[config.mk]
export PLATFORM = sky130hd
export DESIGN_NAME = stack_arbiter
export DESIGN_NICKNAME = d
export VERILOG_FILES = /design/src/rtl/stack_arbiter.sv
export SDC_FILE = /design/constraint.sdc
export NUM_CORES = 1
export LEC_CHECK = 0
export CAP_MARGIN = 5
export CORE_MARGIN = 3
export CORE_UTILIZATION = 44
export DETAILED_ROUTE_END_ITERATION = 6
export PLACE_DENSITY_LB_ADDON = 0.12
export SETUP_SLACK_MARGIN = 0.2
export SLEW_MARGIN = 10
export SYNTH_ARGS = -nofsm -noshare
export SYNTH_HDL_FRONTEND = slang
export SYNTH_SLANG_ARGS = --single-unit
[constraint.sdc]
create_clock -name clk -period 3.2 [get_ports clk]
set_input_delay 0.48 -clock clk [delete_from_list [all_inputs] [get_ports clk]]
set_output_delay 0.48 -clock clk [all_outputs]
set_load 0.03 [all_outputs]
[src/rtl/stack_arbiter.sv]
// Purpose: round-robin arbiter granting two requesters push/pop access to one stack.
// Latency: request seen in IDLE at cycle N, stack strobe in N+1, ack in N+2 (one op per 3 cycles).
// Backpressure: requesters hold req/op/din until ack; a full or empty stack rejects with err, never stalls.
module stack_arbiter #(
    parameter int WIDTH = 16
) (
    input  logic             clk,
    input  logic             reset,
    input  logic             req_a,
    input  logic             req_b,
    input  logic             op_a,
    input  logic             op_b,
    input  logic [WIDTH-1:0] din_a,
    input  logic [WIDTH-1:0] din_b,
    output logic             ack_a,
    output logic             ack_b,
    output logic             err,
    output logic [WIDTH-1:0] dout,
    output logic             stk_push,
    output logic             stk_pop,
    output logic [WIDTH-1:0] stk_value_in,
    input  logic [WIDTH-1:0] stk_value_out,
    input  logic             stk_full,
    input  logic             stk_empty,
    output logic [3:0]       level
);

    typedef enum logic [1:0] {
        IDLE  = 2'd0,
        ISSUE = 2'd1,
        RESP  = 2'd2
    } state_t;

    localparam logic [3:0] LEVEL_MAX = 4'd8;

    state_t           state_q, state_d;
    logic             win_b_q, win_b_d;    // latched winner: 1 = requester B
    logic             op_q, op_d;          // latched op: 1 = push
    logic [WIDTH-1:0] din_q, din_d;
    logic             pref_b_q, pref_b_d;  // requester favoured on a tie
    logic             ack_a_q, ack_a_d;
    logic             ack_b_q, ack_b_d;
    logic             err_q, err_d;
    logic [WIDTH-1:0] dout_q, dout_d;
    logic [3:0]       level_q, level_d;

    logic             push_ok;
    logic             pop_ok;
    logic             pick_b;

    // Strobes depend on the live stack flags during ISSUE, so they drop with state on reset.
    assign push_ok      = (state_q == ISSUE) &&  op_q && !stk_full;
    assign pop_ok       = (state_q == ISSUE) && !op_q && !stk_empty;
    assign stk_push     = push_ok;
    assign stk_pop      = pop_ok;
    assign stk_value_in = push_ok ? din_q : '0;

    assign ack_a = ack_a_q;
    assign ack_b = ack_b_q;
    assign err   = err_q;
    assign dout  = dout_q;
    assign level = level_q;

    // Next-state: arbitrate in IDLE, resolve the stack operation in ISSUE, ack and rotate in RESP.
    always_comb begin
        state_d  = state_q;
        win_b_d  = win_b_q;
        op_d     = op_q;
        din_d    = din_q;
        pref_b_d = pref_b_q;
        ack_a_d  = 1'b0;
        ack_b_d  = 1'b0;
        err_d    = err_q;
        dout_d   = dout_q;
        level_d  = level_q;
        pick_b   = 1'b0;
        case (state_q)
            IDLE: begin
                if (req_a || req_b) begin
                    pick_b  = req_b && (!req_a || pref_b_q);
                    win_b_d = pick_b;
                    op_d    = pick_b ? op_b : op_a;
                    din_d   = pick_b ? din_b : din_a;
                    state_d = ISSUE;
                end
            end
            ISSUE: begin
                state_d = RESP;
                ack_a_d = !win_b_q;
                ack_b_d = win_b_q;
                if (push_ok) begin
                    err_d = 1'b0;
                    if (level_q != LEVEL_MAX) level_d = level_q + 4'd1;
                end else if (pop_ok) begin
                    err_d  = 1'b0;
                    dout_d = stk_value_out;
                    if (level_q != 4'd0) level_d = level_q - 4'd1;
                end else begin
                    err_d  = 1'b1;
                    dout_d = '0;
                end
            end
            RESP: begin
                state_d  = IDLE;
                pref_b_d = !win_b_q;
            end
            default: state_d = IDLE;
        endcase
    end

    // State register; reset aborts any in-flight operation and re-prefers A.
    always_ff @(posedge clk or negedge reset) begin
        if (!reset) begin
            state_q  <= IDLE;
            win_b_q  <= 1'b0;
            op_q     <= 1'b0;
            din_q    <= '0;
            pref_b_q <= 1'b0;
            ack_a_q  <= 1'b0;
            ack_b_q  <= 1'b0;
            err_q    <= 1'b0;
            dout_q   <= '0;
            level_q  <= 4'd0;
        end else begin
            state_q  <= state_d;
            win_b_q  <= win_b_d;
            op_q     <= op_d;
            din_q    <= din_d;
            pref_b_q <= pref_b_d;
            ack_a_q  <= ack_a_d;
            ack_b_q  <= ack_b_d;
            err_q    <= err_d;
            dout_q   <= dout_d;
            level_q  <= level_d;
        end
    end

endmodule

==> results.cfg, run 1 <==
[power_and_ir_drop]
intPower_mw = 1.48
p_sw_share_pct = 39.6
p_per_area_nw_per_um2 = 785
peakVddDrop_uv = 466
p_total_mw = 2.45
p_leak_nw = 1.37
p_sw_mw = 0.973
pwr-share-comb_pct = 47.3
pwr-share-seq_pct = 38.2
pwr-share-clk_pct = 14.5

[layout]
drive_above_1_share_pct = 7.50
fin_nets = 336
antennaDiodeCount = 0
area_delta_synth_final_pct = 53.4
seq_area_um2 = 1100
num-fill-cells = 357
multi_input_area_um2 = 861

[timing]
setup_viol = 0
min_period_over_period_pct = 84.5
rsz0062_at_grt = false
setup_tns_ns = 0
post-route-min-period_ns = 2.70
finalHoldViolCount = 0
finalMaxSlewViolations = 0
worstMarginPinSlew_ns = 0.949
max_freq_ghz = 0.370
slew_headroom_pct = 36.7
finClkSkew_ns = 0.00559

[yosys]
async_flop_share_pct = 100
synth-warning-count = 0
avgSynthCellArea_um2 = 11.1
synth-seq-cells = 44
yosysSeqAreaShare_pct = 54.1
synth_edf_count = 0
yosysUniqueCellTypes = 36
ys.flop_type = dfrtp_1
synth_nets = 240
syn_inst = 183
syn_area_um2 = 2040

[detailed_routing]
drc = 0
vias = 1720
wl_um = 4970
drtAntennaViolNets = 0
routed_via_density = 5.18
drt_iter0_markers = 82
routedWlPerCell_um = 15.0
drt_pre_antenna_iters = 4

[grt]
grt_first_pass_wirelength_um = 7890
grt_pass1_vias = 1695
antenna_found_initial = 0
grt_max_degree = 45
track_usage_pct = 19.1
overflow = 0

[job]
max_cap_violations = 0

[critical_path]
path_max_fanout = 17
timing.rr.start = state_q[1]
startpoint_type = input port
critPathKind = in2out
critPathRequiredTime_ns = 2.72
cp-startpoint = stk_full
cp_data_arrival_time_ns = 2.22
endpoint_kind = output port

[floorplan]
coreArea_um2 = 4410
io_pins = 97
row_count = 24
die_y_um = 74.0
die-width_um = 74.0
dieArea_um2 = 5480
start_util_pct = 46.1

[clock_network]
cts_sinks = 44
clk_path_buf_depth = 2
cts_tree = done
ctsHoldBuffers = 0
clk_pin_slew_worst_paths_ns = 0.07
cts_max_level = 2
root_buffer = clkbuf_8
cts_buffers = 5
post_cts.repair.setup_buffers = 0
clock_latency_ns = 0.30
cts_resized = 0

[worst_hold_path]
hold_class = in2async

[run_status]
outcome = finished, final reports clean

[placed_design]
port_buffers = 96
gp_congestion = 0.800
dp_hpwl_um = 3720
## stage by stage
step | std cells | util (%) | hold WS [ns] | worst slack, ns | cell area [um^2]
after floorplan | 183 | - | 0.184 | 0.986 | 2040
after global placement | 324 | 68.8 | 0.453 | 0.492 | 3040
after detailed placement | 324 | 68.8 | 0.458 | 0.477 | 3040
after CTS | 332 | 70.8 | 0.363 | 0.475 | 3130
after global routing | 332 | 70.8 | 0.407 | 0.402 | 3130
final | 332 | 70.8 | 0.328 | 0.497 | 3130
## path summary, 6_finish.rpt
kind	endpoint	slack [ns]	cells after the start
setup / recovery	stk_value_in[10]	0.50	5
hold / removal	level[3]	0.33	1
setup reg to reg	level[2]	1.08	8
hold reg to reg	ack_a	0.47	1
max in group asynchronous	err	2.28	1
min in group clk	ack_a	0.47	1
## critical path, stage by stage
cell             delay [ns]
clkdlybuf4s50_1        0.44
and4bb_1               0.28
buf_4                  0.20
and2_1                 0.14
clkdlybuf4s50_1        0.69
## per-layer routing
layer | track usage [%] | share of wire [%] | vias up
met4 | 4.83 | 0.80 | 0
li1 | - | - | 844
met1 | 24.9 | 43 | 806
met3 | 8.24 | 9.7 | 4
met2 | 29.6 | 46 | 66
met5 | 0 | 0 | -
## registers in the layout (all words and copies together), names as in the netlist
register and count:
din_q 16, dout 16, level 4, state_q 2
ack_a 1, ack_b 1, err 1, op_q 1
pref_b_q 1, win_b_q 1
## cell usage in the layout (no fill, tap or decap), types with 2 or more instances in the layout
master / count
a21oi_1: 19
a22o_1: 16
and2_1: 16
buf_4: 5
clkbuf_1: 2
clkbuf_8: 6
clkdlybuf4s50_1: 95
dfrtp_1: 44
inv_1: 4
mux2i_1: 19
nand2_1: 2
nand2b_1: 2
nand3b_1: 2
nor2_1: 23
nor3_1: 2
o21ai_0: 2
o21ai_2: 2
## kinds of logic (layout without fill, tap and decap cells)
| family | count (synthesis) | in the layout | share of synthesized area, % |
|---|---|---|---|
| AO/OA/AOI/OAI | 44 | 44 | 14.7 |
| adder cells (fa/ha/maj) | 1 | 1 | 0.614 |
| buffers and inverters | 16 | 113 | 4.61 |
| AND/OR/NAND/NOR | 58 | 58 | 16.2 |
| XOR/XNOR | 1 | 1 | 0.430 |
| flip-flops | 44 | 44 | 54.1 |
| multiplexers | 19 | 19 | 9.34 |
## power by group through the flow
stage               combinational, mW  sequential (mW)  clock, mW
detailed placement               1.17            0.947          0
finish                           1.16            0.939      0.355
CTS                              1.18            0.939      0.363
floorplan                       0.607             1.06          0
global route                     1.26            0.974      0.396
global placement                 1.15            0.942          0
## cell usage after synthesis, types with 2 or more instances
| cell type | instances | share of area [%] |
|---|---|---|
| mux2i_1 | 19 | 9.3 |
| nand2b_1 | 2 | 0.61 |
| a22o_1 | 16 | 6.9 |
| a21oi_1 | 19 | 4.7 |
| nor2_1 | 23 | 4.2 |
| buf_2 | 7 | 1.7 |
| nand2_1 | 2 | 0.37 |
| nand3b_1 | 2 | 0.74 |
| o21ai_0 | 3 | 0.74 |
| dfrtp_1 | 44 | 54 |
| nor3_1 | 2 | 0.49 |
| and2_1 | 16 | 4.9 |
| inv_1 | 4 | 0.74 |
| buf_4 | 2 | 0.74 |
## cell type report
class,count,share of cell area [%]
Timing Repair Buffer,101,31.8
Multi-Input combinational cell,123,27.5
Sequential cell,44,35.2
Inverter,4,0.480
Tap cell,52,2.08
Clock buffer,8,2.88
Power figures use the tool's default switching activity.
==> run 2, diff against run 1 <==
--- a/config.mk
+++ b/config.mk
@@ -7,7 +7,7 @@
 export LEC_CHECK = 0
 export CAP_MARGIN = 5
 export CORE_MARGIN = 3
-export CORE_UTILIZATION = 44
+export CORE_UTILIZATION = 37
 export DETAILED_ROUTE_END_ITERATION = 6
 export PLACE_DENSITY_LB_ADDON = 0.12
 export SETUP_SLACK_MARGIN = 0.2
==> constraint.sdc (replaced) <==
create_clock -name clk -period 2.4 [get_ports clk]
set_input_delay 0.36 -clock clk [delete_from_list [all_inputs] [get_ports clk]]
set_output_delay 0.36 -clock clk [all_outputs]
set_load 0.03 [all_outputs]
==> run 2 against run 1 <==
Clock-buffer cell count down 2. Non-clock buffer count up 2. Hold slack worse by 0.33 ns. Register-to-register slack worse by 0.63 ns. Design area up 0.32%. Sequential share of layout area down 0.11 points. Critical path type unchanged.
==> results.cfg, run 2 (synthesized netlist as in run 1, its figures left out) <==
[timing]
setup_viol = 0
max_freq_ghz = 0.473
rsz0062_at_grt = false
finalMaxSlewViolations = 0
worst_slack_ns = 0.288
finClkSkew_ns = 0.00514
worstMarginPinSlew_ns = 0.456
post-route-min-period_ns = 2.11
finalHoldViolCount = 0
slew_headroom_pct = 69.4
setup_tns_ns = 0
min_period_over_period_pct = 88.0

[placed_design]
dp_hpwl_um = 3620
gp_congestion = 0.790
place_inst = 344
dp_slack_ns = 0.0945
port_buffers = 96

[clock_network]
clock_latency_ns = 0.29
cts_max_level = 2
clk_pin_slew_worst_paths_ns = 0.08
ctsHoldBuffers = 0
cts_resized = 0
cts_sinks = 44
cts_tree = done
root_buffer = clkbuf_8
cts_buffers = 5
clk_path_buf_depth = 2
post_cts.repair.setup_buffers = 0

[detailed_routing]
drt_pre_antenna_iters = 4
drtAntennaViolNets = 0
routed_via_density = 4.86
routedWlPerCell_um = 14.1
wl_um = 4960
drc = 0
drt_iter0_markers = 29
vias = 1711

[layout]
final_common_cell = clkdlybuf4s50_1
stdcell_count = 352
post-route-util_pct = 60.2
area_delta_synth_final_pct = 53.9
fin_nets = 338
most-common-layout-cells = 77 x clkdlybuf4s50_1, 44 x dfrtp_1, 25 x buf_4
drive_above_1_share_pct = 14.9
num-fill-cells = 477
multi_input_area_um2 = 861
seq_area_um2 = 1100
antennaDiodeCount = 0

[floorplan]
start_util_pct = 39.1
die_y_um = 80.2
row_count = 26
dieArea_um2 = 6430
coreArea_um2 = 5200
die-width_um = 80.2
io_pins = 97

[grt]
overflow = 0
grt_pass1_vias = 1708
grt_max_degree = 37
grt_first_pass_wirelength_um = 8230
track_usage_pct = 16.4
antenna_found_initial = 0

[job]
max_cap_violations = 0

[worst_hold_path]
hold_class = in2async

[power_and_ir_drop]
p_total_mw = 3.33
peakVddDrop_uv = 512
p_leak_nw = 1.42
p_per_area_nw_per_um2 = 1060

[critical_path]
endpoint_kind = output port
critPathKind = in2out
path_max_fanout = 26
cp_data_arrival_time_ns = 1.75
startpoint_type = input port
critPathRequiredTime_ns = 2.04

[run_status]
outcome = finished, final reports clean
==> run 2: cell count changes in the layout (fill, tap and decap cells not counted) <==
cell / before / now
clkinv_2: 0 / 1
bufinv_16: 0 / 1
clkdlybuf4s50_1: 95 / 77
clkbuf_1: 2 / 1
buf_4: 5 / 25
clkbuf_8: 6 / 5
==> run 2: worst paths after layout <==
| check | start | to | slack [ns] | depth (start not counted) |
|---|---|---|---|---|
| setup reg to reg | state_q[1] | level[2] | 0.45 | 7 |
| setup / recovery | stk_full | stk_value_in[2] | 0.29 | 5 |
| hold reg to reg | win_b_q | ack_a | 0.45 | 1 |
| max in group asynchronous | reset | dout[9] | 1.84 | 2 |
| hold / removal | reset | dout[1] | 0.001 | 1 |
| min in group clk | win_b_q | ack_a | 0.45 | 1 |
==> run 2: report_power, final <==
| group | internal, mW | switching, mW |
|---|---|---|
| sequential | 1.03 | 0.218 |
| combinational | 0.696 | 0.843 |
| clock | 0.309 | 0.241 |
| total | 2.03 | 1.30 |
==> run 2: critical path, cell delays in order <==
cell	delay, ns
clkdlybuf4s50_1	0.46
and4bb_1	0.31
buf_4	0.28
and2_1	0.18
buf_4	0.16
==> run 2: layout make-up <==
cell class,instances,area share [%]
multi-input combinational,123,27.5
inverter,4,0.479
clock buffer,6,2.31
timing repair buffer,103,30.7
sequential,44,35.1
clock inverter,2,1.12
tap,70,2.79
==> run 2: per-layer routing <==
metal | global-route usage [%] | wire (um) | vias up | share of wire, %
li1 | - | - | 844 | -
met1 | 22.9 | 2300 | 813 | 46
met2 | 24.0 | 2240 | 52 | 45
met3 | 6.39 | 401 | 2 | 8.1
met4 | 3.55 | 20 | 0 | 0.40
met5 | 0 | 0 | - | 0
==> run 2: stage by stage <==
| stage | hold slack [ns] | cell area [um^2] |
|---|---|---|
| 2_1_floorplan | 0.0644 | 2040 |
| 3_3_place_gp | 0.334 | 3030 |
| 3_5_place_dp | 0.334 | 3030 |
| 4_1_cts | 0.0101 | 3140 |
| 5_1_grt | 0.0223 | 3140 |
| 6_report | 0.00111 | 3140 |
==> run 3, diff against run 2 <==
--- a/config.mk
+++ b/config.mk
@@ -6,6 +6,7 @@
 export NUM_CORES = 1
 export LEC_CHECK = 0
 export CAP_MARGIN = 5
+export CORE_ASPECT_RATIO = 1.2
 export CORE_MARGIN = 3
 export CORE_UTILIZATION = 37
 export DETAILED_ROUTE_END_ITERATION = 6
==> run 3 against run 2 <==
Clock skew rose by 0.0026 ns. Power fell by 3.7%. Non-clock buffer count fell by 1. Largest cell class unchanged. Largest power group unchanged.
==> results.cfg, run 3 (synthesized netlist as in run 1, its figures left out) <==
[timing]
finalHoldViolCount = 0
max_freq_ghz = 0.485
finClkSkew_ns = 0.00776
setup_viol = 0
worst_slack_ns = 0.337
worstMarginPinSlew_ns = 0.563
post-route-min-period_ns = 2.06
min_period_over_period_pct = 86.0
rsz0062_at_grt = false
slew_headroom_pct = 62.5
finalMaxSlewViolations = 0
setup_tns_ns = 0
hold_ws_ns = 0.134

[grt]
busiest_layer = met2
use_met2_pct = 28.5
grt_first_pass_wirelength_um = 8490
grtUsageMet1_pct = 20.5
grtUsageMet3_pct = 4.85
overflow = 0
antenna_found_initial = 0
track_usage_pct = 16.9
grt_pass1_vias = 1779
grt_max_degree = 45

[critical_path]
cp_top_family = buffers and inverters
r2r.worst_path.cells = 7
slowest_delay_ns = 0.46
endpoint_kind = output port
crit_slowest_cell = clkdlybuf4s50_1
critPathRequiredTime_ns = 2.04
path_max_fanout = 26
cp_cell_sequence = clkdlybuf4s50_1 -> and4bb_1 -> buf_6 -> and2_1 -> buf_4
critPathKind = in2out
timing.rr.end = level[2]
r2r_setup_slack_ns = 0.41
timing.rr.start = state_q[1]
startpoint_type = input port
path_buf_inv = 3
cp_data_arrival_time_ns = 1.70

[job]
max_cap_violations = 0

[detailed_routing]
vias = 1721
routedWlPerCell_um = 15.0
wl_um = 5070
drt_iter0_markers = 100
drt_pre_antenna_iters = 6
drtAntennaViolNets = 0
routed_via_density = 5.09
drc = 0

[floorplan]
die_y_um = 87.3
coreArea_um2 = 5110
die-width_um = 73.7
row_count = 28
io_pins = 97
start_util_pct = 39.8
dieArea_um2 = 6440

[layout]
fin_nets = 337
design_area_um2 = 3090
most-common-layout-cells = 77 x clkdlybuf4s50_1, 44 x dfrtp_1, 23 x nor2_1
antennaDiodeCount = 0
num-fill-cells = 443
final_common_cell = clkdlybuf4s50_1
drive_above_1_share_pct = 14.0
area_delta_synth_final_pct = 51.8

[power_and_ir_drop]
peakVddDrop_uv = 406
p_leak_nw = 1.40
p_per_area_nw_per_um2 = 1040

[clock_network]
clk_path_buf_depth = 2
clk_pin_slew_worst_paths_ns = 0.08
root_buffer = clkbuf_8
ctsHoldBuffers = 0
cts_sinks = 44
cts_max_level = 2
clock_latency_ns = 0.29
post_cts.repair.setup_buffers = 0
cts_buffers = 5
cts_tree = done

[placed_design]
dpl-instance-area_um2 = 3020
dp_slack_ns = 0.0770
gp_congestion = 0.786
port_buffers = 96
dp_hpwl_um = 3690

[run_status]
outcome = finished, final reports clean

[worst_hold_path]
hold_class = in2async
## run 3: stage by stage
step	cells	util, %	total power, mW
6_report	338	60.5	3.21
2_1_floorplan	183	-	2.22
4_1_cts	338	60.4	3.25
3_3_place_gp	333	59.1	2.79
5_1_grt	338	60.5	3.44
3_5_place_dp	333	59.1	2.83
## run 3: worst max path at each step
stage / from / endpoint / slack (ns) / cells past startpoint
finish: stk_full / stk_value_in[4] / 0.34 / 5
floorplan: state_q[1] / level[2] / 0.23 / 9
detailed placement: stk_full / level[2] / 0.08 / 8
global placement: stk_full / level[2] / 0.14 / 8
global route: stk_full / level[2] / 0.24 / 8
CTS: stk_full / stk_value_in[4] / 0.26 / 5
## run 3: final cells by class
type / count / area, um^2 / share of cell area (%)
Inverter: 4 / 15.0 / 0.485
Sequential cell: 44 / 1100 / 35.6
Multi-Input combinational cell: 123 / 861 / 27.8
Timing Repair Buffer: 102 / 972 / 31.4
Clock buffer: 5 / 68.8 / 2.22
Tap cell: 60 / 75.1 / 2.43
## run 3: worst reg2reg max path, cell delays in order (launching register included)
cell	delay [ns]
dfrtp_1	0.46
and4bb_1	0.37
xnor2_1	0.09
ha_1	0.21
or4_4	0.42
a21oi_2	0.16
nand3_1	0.08
mux2i_1	0.12
## run 3: routing by layer
metal	up-vias	routed length [um]
li1	833	-
met1	839	2070
met2	47	2680
met3	2	298
met4	0	23
met5	-	0
## run 3: timing repair
| item | in CTS | in global routing |
|---|---|---|
| endpoints found under the hold margin | 0 | 0 |
| endpoints found under the setup margin | 0 | 2 |
| gates resized for setup | 0 | 1 |
## run 3: report_power, final
group	total (mW)	switching (mW)	leakage [nW]	internal, mW
combinational	1.56	0.852	0.826	0.707
clock	0.407	0.219	0.0359	0.188
sequential	1.24	0.215	0.538	1.03
total	3.21	1.29	1.40	1.92
